**config.mk**
```make
export PLATFORM = sky130hd
export DESIGN_NAME = cla_accumulator
export DESIGN_NICKNAME = d
export VERILOG_FILES = /design/src/rtl/cla_pkg.sv /design/src/rtl/cla_accumulator_adder.sv /design/src/rtl/cla_accumulator.sv
export SDC_FILE = /design/constraint.sdc
export NUM_CORES = 1
export LEC_CHECK = 0
export BUFFER_PORTS_ARGS = -buffer_cell sky130_fd_sc_hd__buf_2
export CORE_MARGIN = 2
export CORE_UTILIZATION = 38
export CTS_BUF_LIST = sky130_fd_sc_hd__clkbuf_4 sky130_fd_sc_hd__clkbuf_8 sky130_fd_sc_hd__clkbuf_16
export DETAILED_ROUTE_END_ITERATION = 6
export PLACE_DENSITY = 0.59
export SYNTH_ARGS = -nofsm -noshare
export SYNTH_HDL_FRONTEND = slang
export SYNTH_SLANG_ARGS = --single-unit
```
**constraint.sdc**
```tcl
create_clock -name Clk -period 4.38 [get_ports Clk]
set_input_delay 0.438 -clock Clk [delete_from_list [all_inputs] [get_ports Clk]]
set_output_delay 0.438 -clock Clk [all_outputs]
set_load 0.02 [all_outputs]
```
**src/rtl/cla_pkg.sv**
```systemverilog
// Shared types, widths and carry-lookahead helper functions for the
// carry-lookahead accumulator and its adder.
package cla_pkg;

  localparam int DATA_W  = 16;
  localparam int CARRY_W = 4;
  localparam int GROUP_W = 4;

  typedef enum logic [1:0] {
    IDLE  = 2'd0,
    ACCUM = 2'd1,
    DONE  = 2'd2
  } state_t;

  // Carries 1..3 of a 4-bit lookahead block, fully expanded from cin.
  function automatic logic [2:0] laInner(input logic [3:0] g, input logic [3:0] p,
                                         input logic cin);
    logic c1, c2, c3;
    c1 = g[0] | (p[0] & cin);
    c2 = g[1] | (p[1] & g[0]) | (p[1] & p[0] & cin);
    c3 = g[2] | (p[2] & g[1]) | (p[2] & p[1] & g[0]) | (p[2] & p[1] & p[0] & cin);
    return {c3, c2, c1};
  endfunction

  function automatic logic laGen(input logic [3:0] g, input logic [3:0] p);
    return g[3] | (p[3] & g[2]) | (p[3] & p[2] & g[1]) | (p[3] & p[2] & p[1] & g[0]);
  endfunction

endpackage

```
**src/rtl/cla_accumulator_adder.sv**
```systemverilog
// Two-level 16-bit carry-lookahead adder: four 4-bit blocks whose
// group carries come from a second lookahead stage.
module CLA_Adder_dat
  import cla_pkg::*;
(
  input  logic [DATA_W-1:0] A,
  input  logic [DATA_W-1:0] B,
  input  logic              C_In,
  output logic [DATA_W-1:0] Sum,
  output logic              C_Out
);

  localparam int GROUPS = DATA_W / GROUP_W;

  logic [DATA_W-1:0] gen;
  logic [DATA_W-1:0] prop;
  logic [DATA_W-1:0] carries;
  logic [GROUPS-1:0] groupG;
  logic [GROUPS-1:0] groupP;
  logic [GROUPS-1:0] groupCin;
  logic [GROUPS:1]   groupC;

  assign gen  = A & B;
  assign prop = A ^ B;

  for (genvar k = 0; k < GROUPS; k++) begin : gBlock
    assign groupG[k] = laGen(gen[GROUP_W*k +: GROUP_W], prop[GROUP_W*k +: GROUP_W]);
    assign groupP[k] = &prop[GROUP_W*k +: GROUP_W];
    assign carries[GROUP_W*k] = groupCin[k];
    assign carries[GROUP_W*k+1 +: 3] = laInner(gen[GROUP_W*k +: GROUP_W],
                                               prop[GROUP_W*k +: GROUP_W], groupCin[k]);
  end

  // Second-level lookahead produces every block carry-in directly from C_In.
  assign groupC[3:1] = laInner(groupG, groupP, C_In);
  assign groupC[4]   = laGen(groupG, groupP) | (&groupP & C_In);
  assign groupCin    = {groupC[3:1], C_In};

  assign Sum   = prop ^ carries;
  assign C_Out = groupC[4];

endmodule

```
**src/rtl/cla_accumulator.sv**
```systemverilog
// Groups incoming 16-bit beats, accumulates them through the CLA adder and
// presents sum, carry-out count and beat count once the last beat arrives.
module cla_accumulator
  import cla_pkg::*;
#(
  parameter int CNT_W = 8
) (
  input  logic               Clk,
  input  logic               Reset,
  input  logic [DATA_W-1:0]  In_Data,
  input  logic               In_Valid,
  input  logic               In_Last,
  output logic               In_Ready,
  input  logic               Abort,
  output logic [DATA_W-1:0]  Out_Sum,
  output logic [CARRY_W-1:0] Out_Carries,
  output logic [CNT_W-1:0]   Out_Count,
  output logic               Out_Valid,
  input  logic               Out_Ready
);

  state_t              state_q, state_d;
  logic [DATA_W-1:0]   acc_q, acc_d;
  logic [CARRY_W-1:0]  carryCnt_q, carryCnt_d;
  logic [CNT_W-1:0]    beatCnt_q, beatCnt_d;

  logic                beatAccept;
  logic [DATA_W-1:0]   addSum;
  logic                addCout;

  assign In_Ready   = (state_q != DONE);
  assign beatAccept = In_Valid & In_Ready;

  CLA_Adder_dat uAdder (
    .A     (acc_q),
    .B     (In_Data),
    .C_In  (1'b0),
    .Sum   (addSum),
    .C_Out (addCout)
  );

  // Accumulator stays zero in IDLE, so the first beat simply passes through the adder.
  always_comb begin
    state_d    = state_q;
    acc_d      = acc_q;
    carryCnt_d = carryCnt_q;
    beatCnt_d  = beatCnt_q;
    if (Abort) begin
      state_d    = IDLE;
      acc_d      = '0;
      carryCnt_d = '0;
      beatCnt_d  = '0;
    end else begin
      case (state_q)
        IDLE, ACCUM: begin
          if (beatAccept) begin
            acc_d = addSum;
            if (addCout && (carryCnt_q != {CARRY_W{1'b1}}))
              carryCnt_d = carryCnt_q + CARRY_W'(1);
            if (beatCnt_q != {CNT_W{1'b1}})
              beatCnt_d = beatCnt_q + CNT_W'(1);
            state_d = In_Last ? DONE : ACCUM;
          end
        end
        DONE: begin
          if (Out_Ready) begin
            state_d    = IDLE;
            acc_d      = '0;
            carryCnt_d = '0;
            beatCnt_d  = '0;
          end
        end
        default: begin
          state_d    = IDLE;
          acc_d      = '0;
          carryCnt_d = '0;
          beatCnt_d  = '0;
        end
      endcase
    end
  end

  always_ff @(posedge Clk) begin
    if (Reset) begin
      state_q    <= IDLE;
      acc_q      <= '0;
      carryCnt_q <= '0;
      beatCnt_q  <= '0;
    end else begin
      state_q    <= state_d;
      acc_q      <= acc_d;
      carryCnt_q <= carryCnt_d;
      beatCnt_q  <= beatCnt_d;
    end
  end

  assign Out_Valid   = (state_q == DONE);
  assign Out_Sum     = Out_Valid ? acc_q      : '0;
  assign Out_Carries = Out_Valid ? carryCnt_q : '0;
  assign Out_Count   = Out_Valid ? beatCnt_q  : '0;

endmodule

```
==> metrics.yaml, run 1 <==
floorplanning:
  io_pins: 52
  die_w_um: 79.0
  start_util: 0.390
  num_rows: 27
  core_area_sq_mm: 0.00547
  die_area_sq_mm: 0.00624
  die_h_um: 79.0
synthesis:
  syn_avg_cell_area_sq_um: 8.35
  syn_nets: 300
  ys_seq_area_frac: 0.281
  synth-edff-count: 0
  synth_top_flop_cell: "dfxtp_1"
  synth.distinct_cells: 51
  synthCells: 256
  syn_area_sq_mm: 0.00214
  synth_common_cells: "and2_1 (30), dfxtp_1 (30), nor2_1 (27), a21oi_1 (19), ha_1 (18)"
  synth_seq_cells: 30
  synthTopCellsByArea: "dfxtp_1 (28%), ha_1 (11%), and2_1 (8.8%)"
  synth_top_area_frac: 0.281
  yosys_warnings: 0
  yosys.area.top_type: "dfxtp_1"
  synthArstFlopShare: 0
layout:
  ff_latch_area_sq_um: 601
  fill_cells: 592
  multi_input_area_sq_mm: 0.00147
  layout-drive-gt1-share: 0.225
  diodes: 0
  fin_util: 0.464
  nets: 349
  synthToLayoutAreaGrowth_pct: 18.9
  fin_cells: 378
clock_network:
  cts_buffers: 5
  cts_num_sinks: 30
  htree_num_levels: 2
  insertion_delay_ps: 290
  postCtsHoldBufs: 0
  path_clk_slew_ps: 70
  cts_resized: 0
  cts_tree: "done"
  clock_path_buffers: 2
  post_cts_buffers: 0
  clockRootBuffer: "clkbuf_8"
placed_design:
  dpl.hpwl_mm: 3.78
  dp_slack_ps: 1320
  placed_cells: 370
  io_buffers: 51
  gp_congestion: 0.807
timing:
  slew-limit-headroom: 0.488
  period_share: 0.647
  slew_violations: 0
  hold_violations: 0
  fin_skew_ps: 8.54
  setup_violations: 0
  holdWs_ps: 378
  timing.fmax_ghz: 0.353
  min_period_ps: 2830
  rsz0062_at_grt: "no"
  timing.final.ws_setup_ps: 1550
  max_slew.worst_pin.slew_ps: 768
  setup-tns-final_ps: 0
route:
  vias: 1943
  viasPerCell: 5.14
  first_pass_iters: 4
  routed_wirelength_mm: 5.19
  drtIter0Drc: 65
  antenna_left: 0
  drc: 0
  wl_per_cell_um: 13.7
min_path:
  hp-class: "in -> reg"
grt:
  grt_overflow_total: 0
  antenna_found_initial: 0
  grt_pass1_vias: 1779
  grt_pass1_wl_mm: 8.65
  grt_max_degree: 29
  track_usage: 0.175
power_and_ir_drop:
  power.density_mw_per_mm2: 256
  p_leak_uw: 0.00121
  vdd_ir_drop_max_mv: 0.0964
worst_setup_path:
  worstPathMaxFanout: 5
  cp_slowest_stage_delay_ps: 380
  critPathLaunchType: "flop"
  cp_slowest_cell: "fa_1"
  crit_top_cell: "a21o_1"
  arrival_ps: 3000
  path_cells: "ha_1 > a41o_1 > a21oi_2 > o221ai_2 > a31o_1 > a21o_1 > a21o_1 > fa_1 > xnor2_1 > nor3_1 > a21oi_1 > nor2_1"
  crit_required_ps: 4540
  crit_path_end_kind: "flop"
  critPathKind: "reg -> reg"
flow_run:
  max-cap-violations: 0
status:
  status: "finished, final reports clean"
-- critical path: cells and delay by family (launching register included) --
| kind | cells | cell delay (ps) |
|---|---|---|
| simple gates | 2 | 110 |
| fa+ha+maj | 2 | 710 |
| flops | 1 | 330 |
| compound gates | 7 | 1400 |
| xor+xnor | 1 | 140 |
-- state kept, by name, indices dropped and copies added, names as in the netlist --
signal	flops
acc_q	16
beatCnt_q	8
carryCnt_q	4
state_q	2
-- logic make-up (layout without fill, tap and decap cells) --
family | Yosys count | count (layout) | synth area share
simple gates | 111 | 111 | 0.272
compound gates | 61 | 61 | 0.210
flops | 30 | 30 | 0.281
fa+ha+maj | 22 | 22 | 0.143
buf+inv | 17 | 67 | 0.0310
xor+xnor | 13 | 13 | 0.0533
mux | 2 | 2 | 0.00937
-- cell type report --
type | instances | share of cell area
Sequential cell | 30 | 0.236
Clock inverter | 2 | 0.00492
Multi-Input combinational cell | 209 | 0.579
Tap cell | 72 | 0.0355
Clock buffer | 6 | 0.0325
Timing Repair Buffer | 51 | 0.100
Inverter | 8 | 0.0118
-- metal layers --
metal	wire, um	vias to the layer above	track usage
met2	2410	37	0.283
met4	69	0	0.0517
met1	2510	893	0.233
li1	-	1007	-
met5	0	-	0
met3	200	6	0.0420
-- final timing paths --
path                            startpoint         end  slack (ps)  cells past startpoint
worst max register to register    acc_q[2]   acc_q[13]        1550                     12
worst min-delay path               In_Last  state_q[0]         380                      2
worst min register to register    acc_q[0]    acc_q[0]         470                      2
worst max-delay path              acc_q[2]   acc_q[13]        1550                     12
-- layout by cell type, fill, tap and decap left out, drive strengths merged, types with 2 or more instances in the layout --
cell and n:
a221oi 3, a22o 2, and3 2, ha 18
dfxtp 30, nand4 2, fa 4, nor3 9
a211o 3, nand2 16, xor2 4, mux2i 2
buf 51, a21o 9, nand3 13, a41oi 2
nor2 27, a22oi 3, and2 30, inv 8
o21ai 8, nand4b 2, a31o 2, nand2b 2
xnor2 9, nor2b 2, a21oi 20, clkbuf 6
-- through the flow --
step           cell area (sq um)  total power (uW)
2_1_floorplan               2140               380
3_3_place_gp                2450               413
3_5_place_dp                2450               414
4_1_cts                     2540               657
5_1_grt                     2540               686
6_report                    2540               650
-- report_power, final --
group | switching (uW) | internal [uW]
Clock | 116 | 126
Combinational | 70.1 | 49.1
Sequential | 7.85 | 281
Total | 194 | 456
No activity file was read; power rests on OpenSTA's default activity.
==> inputs of run 2 (changes only) <==
--- a/config.mk
+++ b/config.mk
@@ -10,7 +10,7 @@
 export CORE_UTILIZATION = 38
 export CTS_BUF_LIST = sky130_fd_sc_hd__clkbuf_4 sky130_fd_sc_hd__clkbuf_8 sky130_fd_sc_hd__clkbuf_16
 export DETAILED_ROUTE_END_ITERATION = 6
-export PLACE_DENSITY = 0.59
+export PLACE_DENSITY = 0.61
 export SYNTH_ARGS = -nofsm -noshare
 export SYNTH_HDL_FRONTEND = slang
 export SYNTH_SLANG_ARGS = --single-unit
==> constraint.sdc (replaced) <==
create_clock -name Clk -period 2.46 [get_ports Clk]
set_input_delay 0.246 -clock Clk [delete_from_list [all_inputs] [get_ports Clk]]
set_output_delay 0.246 -clock Clk [all_outputs]
set_load 0.02 [all_outputs]
==> metrics.yaml, run 2 (synthesized netlist as in run 1, its figures left out) <==
placed_design:
  gp_congestion: 0.815
  io_buffers: 51
  dp_slack_ps: -142
  placed_cells: 392
  dpl.hpwl_mm: 4.11
worst_setup_path:
  worstPathMaxFanout: 4
  arrival_ps: 2690
  crit_required_ps: 2640
  critPathKind: "reg -> reg"
  crit_start: "acc_q[2]"
  crit_path_end_kind: "flop"
  critPathLaunchType: "flop"
  r2r_start: "acc_q[2]"
layout:
  layout_commonest_cell: "buf_2"
  largest_reg_flops: 16
  fin_cells: 404
  synthToLayoutAreaGrowth_pct: 33.9
  fin_util: 0.523
  fill_cells: 558
  final_cell_mix: "buf_2 (51), and2_1 (30), nor2_1 (27), dfxtp_1 (27), buf_4 (25)"
  nets: 375
  diodes: 0
  layout-drive-gt1-share: 0.319
  largest_registers: "acc_q (16), beatCnt_q (8), carryCnt_q (4)"
  regMostFlops: "acc_q"
power_and_ir_drop:
  power.density_mw_per_mm2: 494
  p_leak_uw: 0.00137
  vdd_ir_drop_max_mv: 0.227
grt:
  grt_pass1_vias: 1990
  grt_pass1_wl_mm: 9.53
  grtUsageMet1: 0.255
  grt.met3_usage: 0.0239
  track_usage: 0.193
  grt_max_degree: 22
  busiest_layer: "met2"
  antenna_found_initial: 0
  met2_usage: 0.317
  grt_overflow_total: 0
min_path:
  min_from: "In_Last"
  hp-class: "in -> reg"
clock_network:
  insertion_delay_ps: 290
  path_clk_slew_ps: 70
  cts_num_sinks: 30
  htree_num_levels: 2
  cts_tree: "done"
  clockRootBuffer: "clkbuf_8"
  postCtsHoldBufs: 0
  cts_buffers: 5
  clock_path_buffers: 2
timing:
  timing.final.ws_setup_ps: -49.1
  min_period_ps: 2510
  period_share: 1.02
  hold_violations: 0
  rsz0062_at_grt: "yes"
  setup_violations: 2
  slew_violations: 0
  holdWs_ps: 177
  slew-limit-headroom: 0.620
  max_slew.worst_pin.slew_ps: 566
  fin_skew_ps: 6.49
  setup-tns-final_ps: -69.4
  timing.fmax_ghz: 0.399
route:
  wl_per_cell_um: 13.6
  routed_wirelength_mm: 5.48
  first_pass_iters: 4
  drc: 0
  vias: 2064
  viasPerCell: 5.11
  antenna_left: 0
  drtIter0Drc: 125
floorplanning:
  die_w_um: 79.0
  io_pins: 52
  num_rows: 27
  die_h_um: 79.0
  core_area_sq_mm: 0.00547
  die_area_sq_mm: 0.00624
  start_util: 0.390
flow_run:
  max-cap-violations: 0
status:
  violations: "setup timing"
  status: "finished with violations"
## run 2: cell count changes in the layout (fill, tap and decap cells not counted), moves of 2 or more
| cell | previous run | this run |
|---|---|---|
| dfxtp_2 | 0 | 3 |
| bufinv_16 | 0 | 2 |
| dfxtp_1 | 30 | 27 |
| ha_1 | 18 | 15 |
| ha_4 | 0 | 3 |
| buf_4 | 0 | 25 |
## run 2: path summary, 6_finish.rpt
check,to,slack (ps),cells past startpoint
worst min-delay path,state_q[0],180,2
worst max-delay path,acc_q[13],-50,12
worst min register to register,acc_q[6],470,2
worst max register to register,acc_q[13],-50,12
## run 2: critical path, cell delays in order, from the launching register on
cell,delay [ps]
dfxtp_2,340
ha_4,220
a41o_1,240
a21oi_2,160
o221ai_2,120
a31o_1,240
a21o_1,170
a21o_1,190
fa_2,350
xnor2_2,140
nor3_2,50
a21oi_1,120
nor2_1,50
## run 2: power by group
group          leakage [uW]  internal, uW  switching [uW]  total (uW)
clock network     0.0000714           432             209         641
registers          0.000245           500            13.5         513
logic               0.00106           123             137         260
## run 2: layout make-up
cell class | count | area (sq um) | area share
clock inverters | 2 | 60.1 | 0.0210
multi-input cells | 209 | 1530 | 0.535
well taps | 72 | 90.1 | 0.0315
flip-flops and latches | 30 | 604 | 0.211
inverters | 8 | 30.0 | 0.0105
repair buffers | 77 | 463 | 0.162
clock buffers | 6 | 82.6 | 0.0289
## run 2: through the flow
step                power, uW  area [sq um]
floorplan                 683          2180
global placement          771          2670
detailed placement        775          2670
CTS                      1420          2830
global route             1490          2860
finish                   1410          2860
## run 2: timing repair
action,CTS,global route
hold endpoints to repair,0,0
buffers inserted,2,2
gates cloned,0,0
setup endpoints to repair,2,2
pin swaps,3,1
resized for setup,0,3
## run 2: metal layers
metal / vias to the layer above / routed length [um] / share of wire
met3: 3 / 158 / 0.029
li1: 1061 / - / -
met2: 35 / 2620 / 0.48
met1: 965 / 2640 / 0.48
met4: 0 / 60 / 0.011
met5: - / 0 / 0
==> inputs of run 3 (changes only) <==
--- a/config.mk
+++ b/config.mk
@@ -5,6 +5,7 @@
 export SDC_FILE = /design/constraint.sdc
 export NUM_CORES = 1
 export LEC_CHECK = 0
+export ABC_AREA = 1
 export BUFFER_PORTS_ARGS = -buffer_cell sky130_fd_sc_hd__buf_2
 export CORE_MARGIN = 2
 export CORE_UTILIZATION = 38
==> metrics.yaml, run 3 <==
grt:
  antenna_found_initial: 0
  grt_max_degree: 30
  grt_pass1_vias: 1876
  grt_overflow_total: 0
  track_usage: 0.165
  grt_pass1_wl_mm: 8.49
floorplanning:
  die_area_sq_mm: 0.00643
  start_util: 0.398
  die_w_um: 80.2
  io_pins: 52
  num_rows: 27
  core_area_sq_mm: 0.00554
  die_h_um: 80.2
timing:
  min_period_ps: 2130
  setup-tns-final_ps: 0
  timing.fmax_ghz: 0.469
  rsz0062_at_grt: "no"
  hold_violations: 0
  slew-limit-headroom: 0.348
  fin_skew_ps: 8.37
  period_share: 0.866
  slew_violations: 0
  setup_violations: 0
  max_slew.worst_pin.slew_ps: 977
clock_network:
  cts_buffers: 5
  clockRootBuffer: "clkbuf_8"
  insertion_delay_ps: 280
  path_clk_slew_ps: 60
  cts_resized: 0
  clock_path_buffers: 2
  postCtsHoldBufs: 0
  post_cts_buffers: 0
  htree_num_levels: 2
  cts_num_sinks: 30
  cts_tree: "done"
layout:
  multi_input_area_sq_mm: 0.00134
  layout_commonest_cell: "nand2_1"
  fin_cells: 459
  fin_util: 0.469
  regMostFlops: "acc_q"
  diodes: 0
  largest_registers: "acc_q (16), beatCnt_q (8), carryCnt_q (4)"
  largest_reg_flops: 16
  nets: 432
  layout-drive-gt1-share: 0.181
  ff_latch_area_sq_um: 601
  final_cell_mix: "nand2_1 (77), inv_1 (56), buf_2 (51)"
  fill_cells: 589
  synthToLayoutAreaGrowth_pct: 17.8
min_path:
  min_to: "state_q[0]"
  worstHoldPathCells: 3
  min_from: "In_Last"
  hp-class: "in -> reg"
synthesis:
  synth.distinct_cells: 33
  yosys.area_share.xor_xnor: 0.0278
  synthMuxAreaShare: 0
  ys_seq_area_frac: 0.272
  yosys_warnings: 0
  syn_nets: 380
  synth_top_family_by_area: "simple AND/OR/NAND/NOR gates"
  synthTopCellsByArea: "dfxtp_1 (27%), nand2_1 (13%), ha_1 (10%)"
  synth_top_flop_cell: "dfxtp_1"
  synth_fa_ha_area_frac: 0.138
  synth_compound_area_frac: 0.103
  synthCells: 336
  synth_top_area_frac: 0.272
  synthSimpleGateAreaFrac: 0.337
  synth_common_cells: "nand2_1 (77), inv_1 (56), nor2_1 (41), a21oi_1 (34), dfxtp_1 (30)"
  synth_seq_cells: 30
  synth-edff-count: 0
  syn_avg_cell_area_sq_um: 6.56
  yosys.area.top_type: "dfxtp_1"
  synth_most_common_cell: "nand2_1"
  synthArstFlopShare: 0
  syn_area_sq_mm: 0.00220
worst_setup_path:
  cp_slowest_stage_delay_ps: 710
  critPathLaunchType: "flop"
  arrival_ps: 1880
  ff2ff_setup_slack_ps: 400
  cp_top_family: "buffers and inverters"
  cp_slowest_cell: "inv_1"
  critPathKind: "reg -> out"
  r2r_start: "acc_q[3]"
  rr_endpoint: "acc_q[13]"
  crit_path_end_kind: "output pin"
  crit_required_ps: 2210
  r2r_cells: 10
  path_cells: "inv_2 > nor2_4 > inv_1 > buf_2"
  worstPathMaxFanout: 29
  path_buf_inv: 3
power_and_ir_drop:
  clkPwrFrac: 0.345
  p_sw_frac: 0.290
  vdd_ir_drop_max_mv: 0.199
  p_int_uw: 800
  p_leak_uw: 0.00129
  pwr-share-seq: 0.457
  power.density_mw_per_mm2: 434
  p_sw_uw: 327
  combPwrFrac: 0.198
placed_design:
  gp_congestion: 0.797
  io_buffers: 51
  placed_cells: 453
  dpl.hpwl_mm: 3.90
status:
  status: "finished, final reports clean"
route:
  antenna_left: 0
  wl_per_cell_um: 11.2
  routed_wirelength_mm: 5.12
  drtIter0Drc: 96
  viasPerCell: 4.63
  vias: 2127
  drc: 0
  first_pass_iters: 4
flow_run:
  max-cap-violations: 0
## run 3: cell count changes in the layout (fill, tap and decap cells not counted), moves of 8 or more
cell,delta
nand3_1,+12
a21oi_1,+16
inv_1,+48
and2_1,-30
nor2_1,+14
nand2_1,+61
buf_4,-23
a21o_1,-9
xnor2_1,-8
## run 3: cell families after synthesis
logic type               after synthesis
AO/OA/AOI/OAI                         42
XOR/XNOR                               7
adder cells (fa/ha/maj)               22
buffers and inverters                 66
flip-flops                            30
AND/OR/NAND/NOR                      169
## run 3: layout make-up
| type | instances | area share |
|---|---|---|
| tap | 72 | 0.0347 |
| multi-input combinational | 240 | 0.514 |
| timing repair buffer | 53 | 0.104 |
| inverter | 58 | 0.0838 |
| clock buffer | 6 | 0.0318 |
| sequential | 30 | 0.231 |
## run 3: stage by stage
stage,cell area (sq um),hold WS (ps),setup WS (ps),total power (uW)
3_5_place_dp,2510,476,331,748
3_3_place_gp,2510,471,363,747
2_1_floorplan,2200,420,590,690
4_1_cts,2600,257,334,1140
6_report,2600,256,329,1130
5_1_grt,2600,268,173,1200
## run 3: worst max path at each step
stage	startpoint	end	slack [ps]	cells past startpoint
final	state_q[1]	In_Ready	330	4
after global routing	state_q[1]	Out_Sum[7]	170	5
after CTS	state_q[1]	In_Ready	330	4
after detailed placement	In_Data[3]	acc_q[13]	330	11
after global placement	In_Data[3]	acc_q[13]	360	11
after floorplan	acc_q[3]	acc_q[13]	590	10
## run 3: metal layers
layer  vias up  track usage  share of wire  routed length (um)
met1       918        0.233           0.52                2670
met2        44        0.258           0.43                2210
met5         -            0              0                   0
met3         4       0.0303          0.040                 206
met4         0       0.0407         0.0061                  31
li1       1161            -              -                   -
## run 3: worst reg2reg max path, stage by stage (launching register included)
cell     delay (ps)
dfxtp_1         310
ha_1            310
or2_0           230
nand2_1          70
nand2_1         120
nand2_1          90
nand3_1         130
fa_1            400
xor2_1          150
nand2_1          60
a21oi_1          50
## run 3: power by group through the flow
stage	sequential (uW)	clock, uW	combinational, uW
2_1_floorplan	523	0	167
4_1_cts	515	401	224
3_3_place_gp	526	0	221
5_1_grt	517	430	256
6_report	515	389	223
3_5_place_dp	526	0	222
